`src/rtl/cpu_pkg.sv`:
```
// Shared CPU definitions: instruction field positions, pipeline constants, EX payload.
// Latency: n/a (declarations only).
// Backpressure: n/a.
package cpu_pkg;

    // MIPS instruction field bit positions
    localparam int RS_HI  = 25;
    localparam int RS_LO  = 21;
    localparam int RT_HI  = 20;
    localparam int RT_LO  = 16;
    localparam int RD_HI  = 15;
    localparam int RD_LO  = 11;
    localparam int SH_HI  = 10;
    localparam int SH_LO  = 6;
    localparam int IMM_HI = 15;
    localparam int IMM_LO = 0;

    localparam int          CTRL_W_DFLT = 16;
    localparam logic [31:0] NOP_INSTR   = 32'h0000_0000;
    localparam logic [31:0] PC_STEP     = 32'd4;

    // Data payload carried from ID into EX (control bundle kept separate
    // because its width is a module parameter)
    typedef struct packed {
        logic [31:0] pc;
        logic [4:0]  rs;
        logic [4:0]  rt;
        logic [4:0]  rd;
        logic [31:0] shamt;
        logic [31:0] imm;
        logic [31:0] br_off;
        logic [31:0] br_tgt;
    } ex_data_t;

endpackage

```
`src/rtl/extend.sv`:
```
// Generic zero/sign extender from IN_W to OUT_W bits.
// Latency: combinational.
// Backpressure: none.
// Ports: in_i (IN_W) value, sext_i 1 = sign-extend, out_o (OUT_W) extended value.
module extend #(
    parameter int IN_W  = 16,
    parameter int OUT_W = 32
) (
    input  logic [IN_W-1:0]  in_i,
    input  logic             sext_i,
    output logic [OUT_W-1:0] out_o
);

    assign out_o = {{(OUT_W-IN_W){sext_i & in_i[IN_W-1]}}, in_i};

endmodule

```
`src/rtl/imm_gen.sv`:
```
// Immediate generator: extended shamt, imm16, branch offset and branch target.
// Latency: combinational.
// Backpressure: none.
// Ports: instr_i instruction word, pc_i its PC, sext_i 1 = sign-extend imm16;
//        shamt32_o, imm32_o, br_off32_o, br_tgt32_o extended results.
module imm_gen
    import cpu_pkg::*;
(
    input  logic [31:0] instr_i,
    input  logic [31:0] pc_i,
    input  logic        sext_i,
    output logic [31:0] shamt32_o,
    output logic [31:0] imm32_o,
    output logic [31:0] br_off32_o,
    output logic [31:0] br_tgt32_o
);

    // Opcode and register fields are not needed for immediate generation
    logic unused_instr_hi;
    assign unused_instr_hi = ^instr_i[31:16];

    extend #(.IN_W(5), .OUT_W(32)) u_ext_shamt (
        .in_i   (instr_i[SH_HI:SH_LO]),
        .sext_i (1'b0),
        .out_o  (shamt32_o)
    );

    extend #(.IN_W(16), .OUT_W(32)) u_ext_imm (
        .in_i   (instr_i[IMM_HI:IMM_LO]),
        .sext_i (sext_i),
        .out_o  (imm32_o)
    );

    // Branch offsets are always signed word offsets, independent of sext_i
    extend #(.IN_W(18), .OUT_W(32)) u_ext_br (
        .in_i   ({instr_i[IMM_HI:IMM_LO], 2'b00}),
        .sext_i (1'b1),
        .out_o  (br_off32_o)
    );

    // Wraps modulo 2^32 by construction
    assign br_tgt32_o = pc_i + PC_STEP + br_off32_o;

endmodule

```
`src/rtl/id_ex_reg.sv`:
```
// ID/EX pipeline register with pre-extended immediates, valid bit and bubble counter.
// Latency: 1 cycle from ID inputs to EX outputs; outputs are purely registered.
// Backpressure: stall holds all EX state; flush (wins over stall) inserts a bubble.
// Ports: clk, rst_n (async active-low); id_* ID-stage instruction, PC, sext, ctrl;
//        stall, flush; ex_* registered EX fields; bubble_cnt saturating bubble count.
module id_ex_reg
    import cpu_pkg::*;
#(
    parameter int CTRL_W = CTRL_W_DFLT,
    parameter int CNT_W  = 16
) (
    input  logic              clk,
    input  logic              rst_n,
    input  logic              id_valid,
    input  logic [31:0]       id_instr,
    input  logic [31:0]       id_pc,
    input  logic              id_sext,
    input  logic [CTRL_W-1:0] id_ctrl,
    input  logic              stall,
    input  logic              flush,
    output logic              ex_valid,
    output logic [31:0]       ex_pc,
    output logic [4:0]        ex_rs,
    output logic [4:0]        ex_rt,
    output logic [4:0]        ex_rd,
    output logic [31:0]       ex_shamt,
    output logic [31:0]       ex_imm,
    output logic [31:0]       ex_br_off,
    output logic [31:0]       ex_br_tgt,
    output logic [CTRL_W-1:0] ex_ctrl,
    output logic [CNT_W-1:0]  bubble_cnt
);

    logic [31:0] shamt32, imm32, br_off32, br_tgt32;

    imm_gen u_imm_gen (
        .instr_i    (id_instr),
        .pc_i       (id_pc),
        .sext_i     (id_sext),
        .shamt32_o  (shamt32),
        .imm32_o    (imm32),
        .br_off32_o (br_off32),
        .br_tgt32_o (br_tgt32)
    );

    ex_data_t          data_q, data_d, data_ld;
    logic              valid_q, valid_d;
    logic [CTRL_W-1:0] ctrl_q, ctrl_d;
    logic [CNT_W-1:0]  cnt_q, cnt_d, cnt_inc;

    always_comb begin
        data_ld        = '0;
        data_ld.pc     = id_pc;
        data_ld.rs     = id_instr[RS_HI:RS_LO];
        data_ld.rt     = id_instr[RT_HI:RT_LO];
        data_ld.rd     = id_instr[RD_HI:RD_LO];
        data_ld.shamt  = shamt32;
        data_ld.imm    = imm32;
        data_ld.br_off = br_off32;
        data_ld.br_tgt = br_tgt32;
    end

    // Saturate rather than wrap so a long-running counter never reads low
    assign cnt_inc = (cnt_q == {CNT_W{1'b1}}) ? cnt_q : cnt_q + {{(CNT_W-1){1'b0}}, 1'b1};

    always_comb begin
        data_d  = data_q;
        valid_d = valid_q;
        ctrl_d  = ctrl_q;
        cnt_d   = cnt_q;
        if (flush || (!stall && !id_valid)) begin
            // Bubble: flush discards even a stalled instruction
            data_d  = '0;
            valid_d = 1'b0;
            ctrl_d  = '0;
            cnt_d   = cnt_inc;
        end else if (!stall) begin
            data_d  = data_ld;
            valid_d = 1'b1;
            ctrl_d  = id_ctrl;
        end
    end

    always_ff @(posedge clk or negedge rst_n) begin
        if (!rst_n) begin
            data_q  <= '0;
            valid_q <= 1'b0;
            ctrl_q  <= '0;
            cnt_q   <= '0;
        end else begin
            data_q  <= data_d;
            valid_q <= valid_d;
            ctrl_q  <= ctrl_d;
            cnt_q   <= cnt_d;
        end
    end

    assign ex_valid   = valid_q;
    assign ex_pc      = data_q.pc;
    assign ex_rs      = data_q.rs;
    assign ex_rt      = data_q.rt;
    assign ex_rd      = data_q.rd;
    assign ex_shamt   = data_q.shamt;
    assign ex_imm     = data_q.imm;
    assign ex_br_off  = data_q.br_off;
    assign ex_br_tgt  = data_q.br_tgt;
    assign ex_ctrl    = ctrl_q;
    assign bubble_cnt = cnt_q;

endmodule

```
`config.mk`:
```
export PLATFORM = sky130hd
export DESIGN_NAME = id_ex_reg
export DESIGN_NICKNAME = d
export VERILOG_FILES = /design/src/rtl/cpu_pkg.sv /design/src/rtl/extend.sv /design/src/rtl/imm_gen.sv /design/src/rtl/id_ex_reg.sv
export SDC_FILE = /design/constraint.sdc
export NUM_CORES = 1
export LEC_CHECK = 0
export CAP_MARGIN = 20
export CORE_ASPECT_RATIO = 1.25
export CORE_MARGIN = 4
export CORE_UTILIZATION = 44
export DETAILED_ROUTE_END_ITERATION = 12
export GPL_TIMING_DRIVEN = 1
export HOLD_SLACK_MARGIN = 0.03
export PLACE_DENSITY = 0.94
export SETUP_SLACK_MARGIN = 0.15
export SLEW_MARGIN = 5
export SYNTH_ARGS = -nofsm -noshare
export SYNTH_HDL_FRONTEND = slang
export SYNTH_SLANG_ARGS = --single-unit
```
`constraint.sdc`:
```
create_clock -name clk -period 2.45 [get_ports clk]
set_clock_uncertainty 0.1 [all_clocks]
set_input_delay 0.6125 -clock clk [delete_from_list [all_inputs] [get_ports clk]]
set_output_delay 0.6125 -clock clk [all_outputs]
set_load 0.005 [all_outputs]
```
==> reports/summary.json, run 1 <==
{
  "violation_count_after_the_first_detailed_routing_iteration": {"value": 540},
  "worstSetupStartpointType": {"value": "primary input"},
  "rsz0062_at_grt": {"value": "yes"},
  "clock_tree_from_tritoncts": {"value": "yes"},
  "hold_path_depth": {"value": 2},
  "grt_use_total": {"value": 27.4, "unit": "%"},
  "p_sw": {"value": 2.25, "unit": "mW"},
  "area_growth_syn_to_layout": {"value": 70.4, "unit": "%"},
  "pin_count_of_the_biggest_net_entering_global_routing": {"value": 78},
  "fin_nets": {"value": 1163},
  "drt_first_pass_iters": {"value": 7},
  "cts.sinks": {"value": 122},
  "slew_headroom": {"value": 63.1, "unit": "%"},
  "dieHeight": {"value": 150, "unit": "um"},
  "timing.final.ws_setup": {"value": -0.227, "unit": "ns"},
  "power_frac_comb": {"value": 32.4, "unit": "%"},
  "multiInputGateArea": {"value": 4490, "unit": "um2"},
  "top_level_ports": {"value": 294},
  "proportion_of_layout_cells_with_a_drive_suffix_above_1": {"value": 33.4, "unit": "%"},
  "start_util": {"value": 45.3, "unit": "%"},
  "fraction_of_power_spent_switching_nets": {"value": 31.3, "unit": "%"},
  "cp_data_required_time": {"value": 2.64, "unit": "ns"},
  "route.detailed.drc": {"value": 0},
  "ant_nets": {"value": 0},
  "worstSetupPathType": {"value": "primary input to register"},
  "floorplan.core_area": {"value": 15800, "unit": "um2"},
  "ff_latch_area": {"value": 3060, "unit": "um2"},
  "drv.max_cap_violation_count": {"value": 0},
  "worst_hold_path_type": {"value": "primary input to register"},
  "fin_util": {"value": 77.2, "unit": "%"},
  "cts-buffers-inserted": {"value": 17},
  "p_per_area": {"value": 591, "unit": "nW/um2"},
  "leakagePower": {"value": 5.24, "unit": "nW"},
  "fin_worst_hold_slack": {"value": 0.336, "unit": "ns"},
  "outcome": {"value": "complete, but fails checks"},
  "grt_first_pass_wirelength": {"value": 39300, "unit": "um"},
  "seqPwrFrac": {"value": 32.1, "unit": "%"},
  "die_wd": {"value": 122, "unit": "um"},
  "synth-warning-count": {"value": 0},
  "worstSetupEndpointType": {"value": "register"},
  "port_buffer_count": {"value": 258},
  "clk_root_buffer_cell": {"value": "sky130_fd_sc_hd__clkbuf_16"},
  "synth_enable_flop_cells": {"value": 0},
  "tns": {"value": -1.93, "unit": "ns"},
  "setup_violations": {"value": 17},
  "fill_count": {"value": 933},
  "violations": {"value": "negative setup slack"},
  "routed_wirelength": {"value": 27100, "unit": "um"},
  "via_count_of_the_first_global_routing_pass": {"value": 7242},
  "irDropWorstVdd": {"value": 0.000525, "unit": "V"},
  "post-route-cell-area": {"value": 12200, "unit": "um2"},
  "hold_viol": {"value": 0},
  "post-dp-hpwl": {"value": 17600, "unit": "um"},
  "antenna-diode-count": {"value": 0},
  "cts.reportedPaths.clkPinSlew": {"value": 0.06, "unit": "ns"},
  "gp_congestion": {"value": 0.898},
  "cts.path.max_buffers": {"value": 2},
  "antenna_violations_before_repair": {"value": 0},
  "postSynthRegisterBits": {"value": 122},
  "gr-total-overflow": {"value": 0},
  "p_int": {"value": 4.94, "unit": "mW"},
  "die-area": {"value": 18400, "unit": "um2"},
  "minimum_clock_period": {"value": 2.68, "unit": "ns"},
  "h-tree-depth": {"value": 4},
  "clock_insertion_delay_worst_skew": {"value": 0.41, "unit": "ns"},
  "synth_top_flop_cell": {"value": "sky130_fd_sc_hd__dfrtp_1"},
  "proportion_of_synthesized_chip_area_in_sequential_cells": {"value": 42.7, "unit": "%"},
  "max_clock_freq": {"value": 374, "unit": "MHz"},
  "r2r.worst_path.cells": {"value": 7},
  "tightest_slew": {"value": 0.546, "unit": "ns"},
  "timing.final.crit_share": {"value": 109, "unit": "%"},
  "synthCells": {"value": 697},
  "post_synth.cell_area_avg": {"value": 10.3, "unit": "um2"},
  "netlist_area": {"value": 7140, "unit": "um2"},
  "detailed_place.area": {"value": 10700, "unit": "um2"},
  "clockPowerShare": {"value": 35.5, "unit": "%"},
  "async_reset_ff_share": {"value": 100, "unit": "%"},
  "floorplan.rows": {"value": 51},
  "num_vias": {"value": 6974},
  "post_drt_via_cell_ratio": {"value": 5.61},
  "ys_types": {"value": 56},
  "avgRoutedWirePerCell": {"value": 21.8, "unit": "um"},
  "crit_arrival": {"value": 2.87, "unit": "ns"},
  "max_slew_violation_total_from_the_final_report": {"value": 0},
  "critical_path_peak_fanout": {"value": 4}
}
-- area by class of cell --
cell class	count	area share, %
multi-input cells	466	36.9
repair buffers	395	30.5
clock inverters	15	1.37
inverters	16	0.493
flip-flops and latches	122	25.1
well taps	212	2.18
clock buffers	17	3.49
-- routing by layer --
layer	global-route usage (%)	part of all wire (%)	wire length [um]
met3	5.67	7.2	1960
met5	0	0	0
met1	30.4	35	9530
met2	50.2	53	14300
met4	12.1	4.7	1280
-- synthesized netlist by cell type (all sizes together), types with 4 or more instances --
library cell  count  area (um2)
dfrtp           122        3050
buf              96         726
a21oi            35         179
a21o             11        83.8
xor2             11        96.3
or2               5        31.3
a22o             74         648
o21a              4        30.0
o21bai            5        37.5
xnor2            21         184
nand2            53         201
ha               58         726
nor2             24        90.1
a211oi            4        35.0
nand4            14        87.6
nand3            15        75.1
o21ai            42         210
nand2b            4        25.0
nor3              5        25.0
clkbuf           25         105
or3               8        50.1
a32o              7        70.1
a31oi             5        31.3
inv              16        60.1
o211ai            6        55.1
-- worst max-delay path, cell delays in order --
cell and delay (ns):
sky130_fd_sc_hd__buf_6 0.11, sky130_fd_sc_hd__ha_4 0.26, sky130_fd_sc_hd__ha_4 0.13, sky130_fd_sc_hd__inv_2 0.05, sky130_fd_sc_hd__fa_2 0.39, sky130_fd_sc_hd__nor2b_4 0.20, sky130_fd_sc_hd__o21ai_4 0.11, sky130_fd_sc_hd__a21oi_4 0.27
sky130_fd_sc_hd__o211ai_4 0.12, sky130_fd_sc_hd__a21oi_2 0.18, sky130_fd_sc_hd__buf_4 0.13, sky130_fd_sc_hd__o21ai_2 0.04, sky130_fd_sc_hd__a32o_1 0.27
-- sequential cells by signal, indices dropped and copies added, names as in the netlist --
register	count
ex_pc	32
ex_ctrl	16
ex_rt	5
ex_valid	1
bubble_cnt	16
ex_rs	5
ex_br_tgt	30
ex_imm	13
ex_rd	4
-- path summary, 6_finish.rpt --
| kind | from | end | slack, ns |
|---|---|---|---|
| worst max register to register | bubble_cnt[3] | bubble_cnt[7] | 0.33 |
| min in group asynchronous | rst_n | bubble_cnt[10] | 0.60 |
| worst min-delay path | id_pc[4] | ex_pc[4] | 0.34 |
| worst max-delay path | id_pc[3] | ex_br_tgt[25] | -0.23 |
| worst min register to register | ex_br_tgt[17] | ex_br_tgt[17] | 0.38 |
| max in group asynchronous | rst_n | ex_imm[15] | 1.05 |
-- power groups by stage --
stage / clock network [mW] / registers, mW / logic, mW
final: 2.55 / 2.31 / 2.33
after floorplan: 0 / 2.32 / 0.958
after global routing: 2.67 / 2.32 / 2.47
after detailed placement: 0 / 2.33 / 1.91
after CTS: 2.55 / 2.30 / 2.13
after global placement: 0 / 2.32 / 1.85
-- cells by family (layout without fill, tap and decap cells) --
kind of cell / after synthesis / after routing / synth area share, %
adders and majority gates: 59 / 59 / 10.4
xor gates and xnor gates: 32 / 32 / 3.92
muxes: 2 / 2 / 0.280
and+or+nand+nor: 138 / 138 / 9.19
buffers and inverters: 137 / 443 / 12.5
AOI/OAI and AO/OA: 206 / 206 / 20.9
other: 1 / 29 / 0.0525
DFF: 122 / 122 / 42.7
-- through the flow --
step | power, mW | worst slack [ns] | cells
3_5_place_dp | 4.24 | -0.937 | 1180
3_3_place_gp | 4.17 | -0.864 | 1180
2_1_floorplan | 3.28 | -0.233 | 725
4_1_cts | 6.98 | -0.0328 | 1234
6_report | 7.19 | -0.227 | 1243
5_1_grt | 7.47 | -0.316 | 1243
-- cells in the final DEF, fill, tap and decap left out, types with 11 or more instances in the layout --
cell type,count
sky130_fd_sc_hd__a21oi_2,17
sky130_fd_sc_hd__inv_1,11
sky130_fd_sc_hd__nand3_1,11
sky130_fd_sc_hd__clkdlybuf4s50_1,215
sky130_fd_sc_hd__a21oi_1,14
sky130_fd_sc_hd__o21ai_0,19
sky130_fd_sc_hd__ha_4,55
sky130_fd_sc_hd__clkbuf_16,17
sky130_fd_sc_hd__conb_1,29
sky130_fd_sc_hd__nand2_1,46
sky130_fd_sc_hd__buf_4,122
sky130_fd_sc_hd__nor2_1,17
sky130_fd_sc_hd__dfrtp_1,120
sky130_fd_sc_hd__a22o_1,74
sky130_fd_sc_hd__dlygate4sd2_1,12
sky130_fd_sc_hd__xnor2_1,17
sky130_fd_sc_hd__xor2_1,11
sky130_fd_sc_hd__buf_6,15
sky130_fd_sc_hd__nand4_1,14
-- repair_timing --
item / in CTS / in global routing
gates cloned: 1 / 0
endpoints found under the setup margin: 58 / 21
setup buffers: 20 / 9
hold buffers: 1 / 0
resized for setup: 217 / 42
hold endpoints to repair: 5 / 0
pin swaps: 75 / 29
Note: power is estimated with default switching activity, not from simulation.
==> inputs of run 2 (changes only) <==
--- a/config.mk
+++ b/config.mk
@@ -8,11 +8,11 @@
 export CAP_MARGIN = 20
 export CORE_ASPECT_RATIO = 1.25
 export CORE_MARGIN = 4
-export CORE_UTILIZATION = 44
+export CORE_UTILIZATION = 47
 export DETAILED_ROUTE_END_ITERATION = 12
 export GPL_TIMING_DRIVEN = 1
 export HOLD_SLACK_MARGIN = 0.03
-export PLACE_DENSITY = 0.94
+export PLACE_DENSITY = 0.95
 export SETUP_SLACK_MARGIN = 0.15
 export SLEW_MARGIN = 5
 export SYNTH_ARGS = -nofsm -noshare
==> constraint.sdc (replaced) <==
create_clock -name clk -period 3.2 [get_ports clk]
set_clock_uncertainty 0.1 [all_clocks]
set_input_delay 0.8 -clock clk [delete_from_list [all_inputs] [get_ports clk]]
set_output_delay 0.8 -clock clk [all_outputs]
set_load 0.005 [all_outputs]
==> run 2 against run 1 <==
The flow now finishes without violations. Core utilization down 4.2 points. Via count down 7.4%. Wire length down 18%. Die area down 6.0%. Critical path depth down 4. Count of clock-buffer cells in the layout unchanged. Total power down 29%. Final area down 10%. Hold slack worse by 0.070 ns. Critical path type unchanged. Highest routed layer unchanged.
==> reports/summary.json, run 2 (same netlist as run 1, synthesis figures left out) <==
{
  "clk_root_buffer_cell": {"value": "sky130_fd_sc_hd__clkbuf_16"},
  "minimum_clock_period": {"value": 3.07, "unit": "ns"},
  "largest_reg_flops": {"value": 32},
  "setup_violations": {"value": 0},
  "hold_viol": {"value": 0},
  "cts.sinks": {"value": 122},
  "fin_util": {"value": 73.0, "unit": "%"},
  "r2r.worst_path.cells": {"value": 7},
  "num_vias": {"value": 6456},
  "pin_count_of_the_biggest_net_entering_global_routing": {"value": 87},
  "post-route-cell-area": {"value": 10900, "unit": "um2"},
  "drt_first_pass_iters": {"value": 5},
  "ff_latch_area": {"value": 3050, "unit": "um2"},
  "tightest_slew": {"value": 0.525, "unit": "ns"},
  "routed_wirelength": {"value": 22300, "unit": "um"},
  "grt_first_pass_wirelength": {"value": 34200, "unit": "um"},
  "critical_path_peak_fanout": {"value": 2},
  "worstSetupEndpointType": {"value": "register"},
  "top_level_ports": {"value": 294},
  "max_slew_violation_total_from_the_final_report": {"value": 0},
  "crit_arrival": {"value": 3.32, "unit": "ns"},
  "cts.path.max_buffers": {"value": 2},
  "cts-buffers-inserted": {"value": 17},
  "cts.reportedPaths.clkPinSlew": {"value": 0.06, "unit": "ns"},
  "leakagePower": {"value": 4.93, "unit": "nW"},
  "multiInputGateArea": {"value": 3750, "unit": "um2"},
  "p_per_area": {"value": 465, "unit": "nW/um2"},
  "layout_commonest_cell": {"value": "sky130_fd_sc_hd__clkdlybuf4s50_1"},
  "floorplan.core_area": {"value": 15000, "unit": "um2"},
  "clock_tree_from_tritoncts": {"value": "yes"},
  "cp_data_required_time": {"value": 3.45, "unit": "ns"},
  "mostFrequentLayoutCells": {"value": "sky130_fd_sc_hd__clkdlybuf4s50_1 (238), sky130_fd_sc_hd__dfrtp_1 (122), sky130_fd_sc_hd__buf_4 (76), sky130_fd_sc_hd__a22o_1 (74), sky130_fd_sc_hd__nand2_1 (51)"},
  "die-area": {"value": 17200, "unit": "um2"},
  "route.detailed.drc": {"value": 0},
  "outcome": {"value": "finished clean"},
  "post_drt_via_cell_ratio": {"value": 5.59},
  "worstSetupPathType": {"value": "primary input to register"},
  "max_clock_freq": {"value": 325, "unit": "MHz"},
  "violation_count_after_the_first_detailed_routing_iteration": {"value": 376},
  "area_growth_syn_to_layout": {"value": 52.8, "unit": "%"},
  "fin_nets": {"value": 1104},
  "worst_r2r_startpoint": {"value": "bubble_cnt[0]"},
  "gr-total-overflow": {"value": 0},
  "rsz0062_at_grt": {"value": "yes"},
  "startpoint": {"value": "id_pc[20]"},
  "fill_count": {"value": 972},
  "grt_use_total": {"value": 24.4, "unit": "%"},
  "critical_path.reg2reg.endpoint": {"value": "bubble_cnt[15]"},
  "slew_headroom": {"value": 64.5, "unit": "%"},
  "irDropWorstVdd": {"value": 0.000388, "unit": "V"},
  "drv.max_cap_violation_count": {"value": 0},
  "port_buffer_count": {"value": 258},
  "proportion_of_layout_cells_with_a_drive_suffix_above_1": {"value": 18.6, "unit": "%"},
  "worst_hold_path_type": {"value": "primary input to async pin"},
  "start_util": {"value": 47.8, "unit": "%"},
  "detailed_place.area": {"value": 9810, "unit": "um2"},
  "gp_congestion": {"value": 0.926},
  "timing.final.crit_share": {"value": 96.1, "unit": "%"},
  "post-dp-hpwl": {"value": 16000, "unit": "um"},
  "floorplan.rows": {"value": 50},
  "h-tree-depth": {"value": 4},
  "ant_nets": {"value": 0},
  "clock_insertion_delay_worst_skew": {"value": 0.41, "unit": "ns"},
  "dieHeight": {"value": 146, "unit": "um"},
  "worstSetupEndpoint": {"value": "ex_br_tgt[28]"},
  "worst-r2r-setup-slack": {"value": 1.06, "unit": "ns"},
  "avgRoutedWirePerCell": {"value": 19.3, "unit": "um"},
  "worstSetupStartpointType": {"value": "primary input"},
  "antenna_violations_before_repair": {"value": 1},
  "via_count_of_the_first_global_routing_pass": {"value": 6623},
  "die_wd": {"value": 118, "unit": "um"}
}
run 2: cell types whose count changed in the layout (fill, tap and decap cells not counted), sizes merged, moves of 2 or more:
| cell | change |
|---|---|
| inv | -3 |
| clkdlybuf4s50 | +23 |
| buf | -77 |
| clkdlybuf4s15 | -11 |
| dlymetal6s2s | +14 |
| dlygate4sd2 | -8 |
| clkinv | +2 |
run 2: cell type report:
type	instances	share of cell area (%)
multi-input combinational	466	34.3
timing repair buffer	336	29.6
tap	182	2.09
antenna	1	0.0229
sequential	122	28.0
clock buffer	17	3.90
clock inverter	14	1.58
inverter	16	0.573
run 2: repair_timing:
item,4_1_cts,5_1_grt
buffers inserted,3,4
pin swaps,12,28
hold buffers,0,0
endpoints found under the setup margin,16,17
resized for setup,37,58
cloned,0,0
run 2: how the worst min path moves through the flow:
| stage | endpoint | slack, ns | startpoint | cells after the start |
|---|---|---|---|---|
| 2_1_floorplan | ex_br_tgt[10] | 0.37 | ex_br_tgt[10] | 2 |
| 3_3_place_gp | ex_br_tgt[13] | 0.36 | ex_br_tgt[13] | 2 |
| 3_5_place_dp | ex_br_tgt[16] | 0.37 | ex_br_tgt[16] | 2 |
| 4_1_cts | bubble_cnt[15] | 0.26 | rst_n | 1 |
| 5_1_grt | bubble_cnt[12] | 0.29 | rst_n | 1 |
| 6_report | bubble_cnt[15] | 0.27 | rst_n | 1 |
run 2: report_power, final:
part           internal, mW  total (mW)  leakage, nW  switching, mW
Combinational         0.751        1.38         2.99          0.628
Sequential             1.65        1.76         1.66          0.110
Clock                  1.22        1.94        0.289          0.711
run 2: worst max-delay path: stages:
cell and delay [ns]:
sky130_fd_sc_hd__clkdlybuf4s50_1 0.45, sky130_fd_sc_hd__ha_1 0.34, sky130_fd_sc_hd__ha_4 0.29, sky130_fd_sc_hd__nand3_1 0.14
sky130_fd_sc_hd__or3_4 0.45, sky130_fd_sc_hd__a211oi_4 0.20, sky130_fd_sc_hd__nor3_1 0.09, sky130_fd_sc_hd__or4_1 0.47
sky130_fd_sc_hd__nand3_1 0.09
run 2: per-stage QoR:
| step | setup slack [ns] | hold slack (ns) | instances | TNS, ns | power (mW) |
|---|---|---|---|---|---|
| 2_1_floorplan | 0.232 | 0.373 | 725 | 0 | 2.38 |
| 4_1_cts | 0.150 | 0.264 | 1149 | 0 | 5.02 |
| 3_5_place_dp | -0.541 | 0.375 | 1115 | -7.93 | 3.01 |
| 6_report | 0.125 | 0.266 | 1154 | 0 | 5.08 |
| 5_1_grt | 0.0652 | 0.294 | 1154 | 0 | 5.28 |
| 3_3_place_gp | -0.435 | 0.364 | 1115 | -6.49 | 2.97 |
run 2: metal layers:
metal / vias up / global-route usage [%] / part of all wire, %
met5: - / 0 / 0
met3: 57 / 5.29 / 5.5
met4: 0 / 10.9 / 3.5
li1: 2948 / - / -
met1: 3169 / 27.0 / 38
met2: 282 / 44.7 / 53
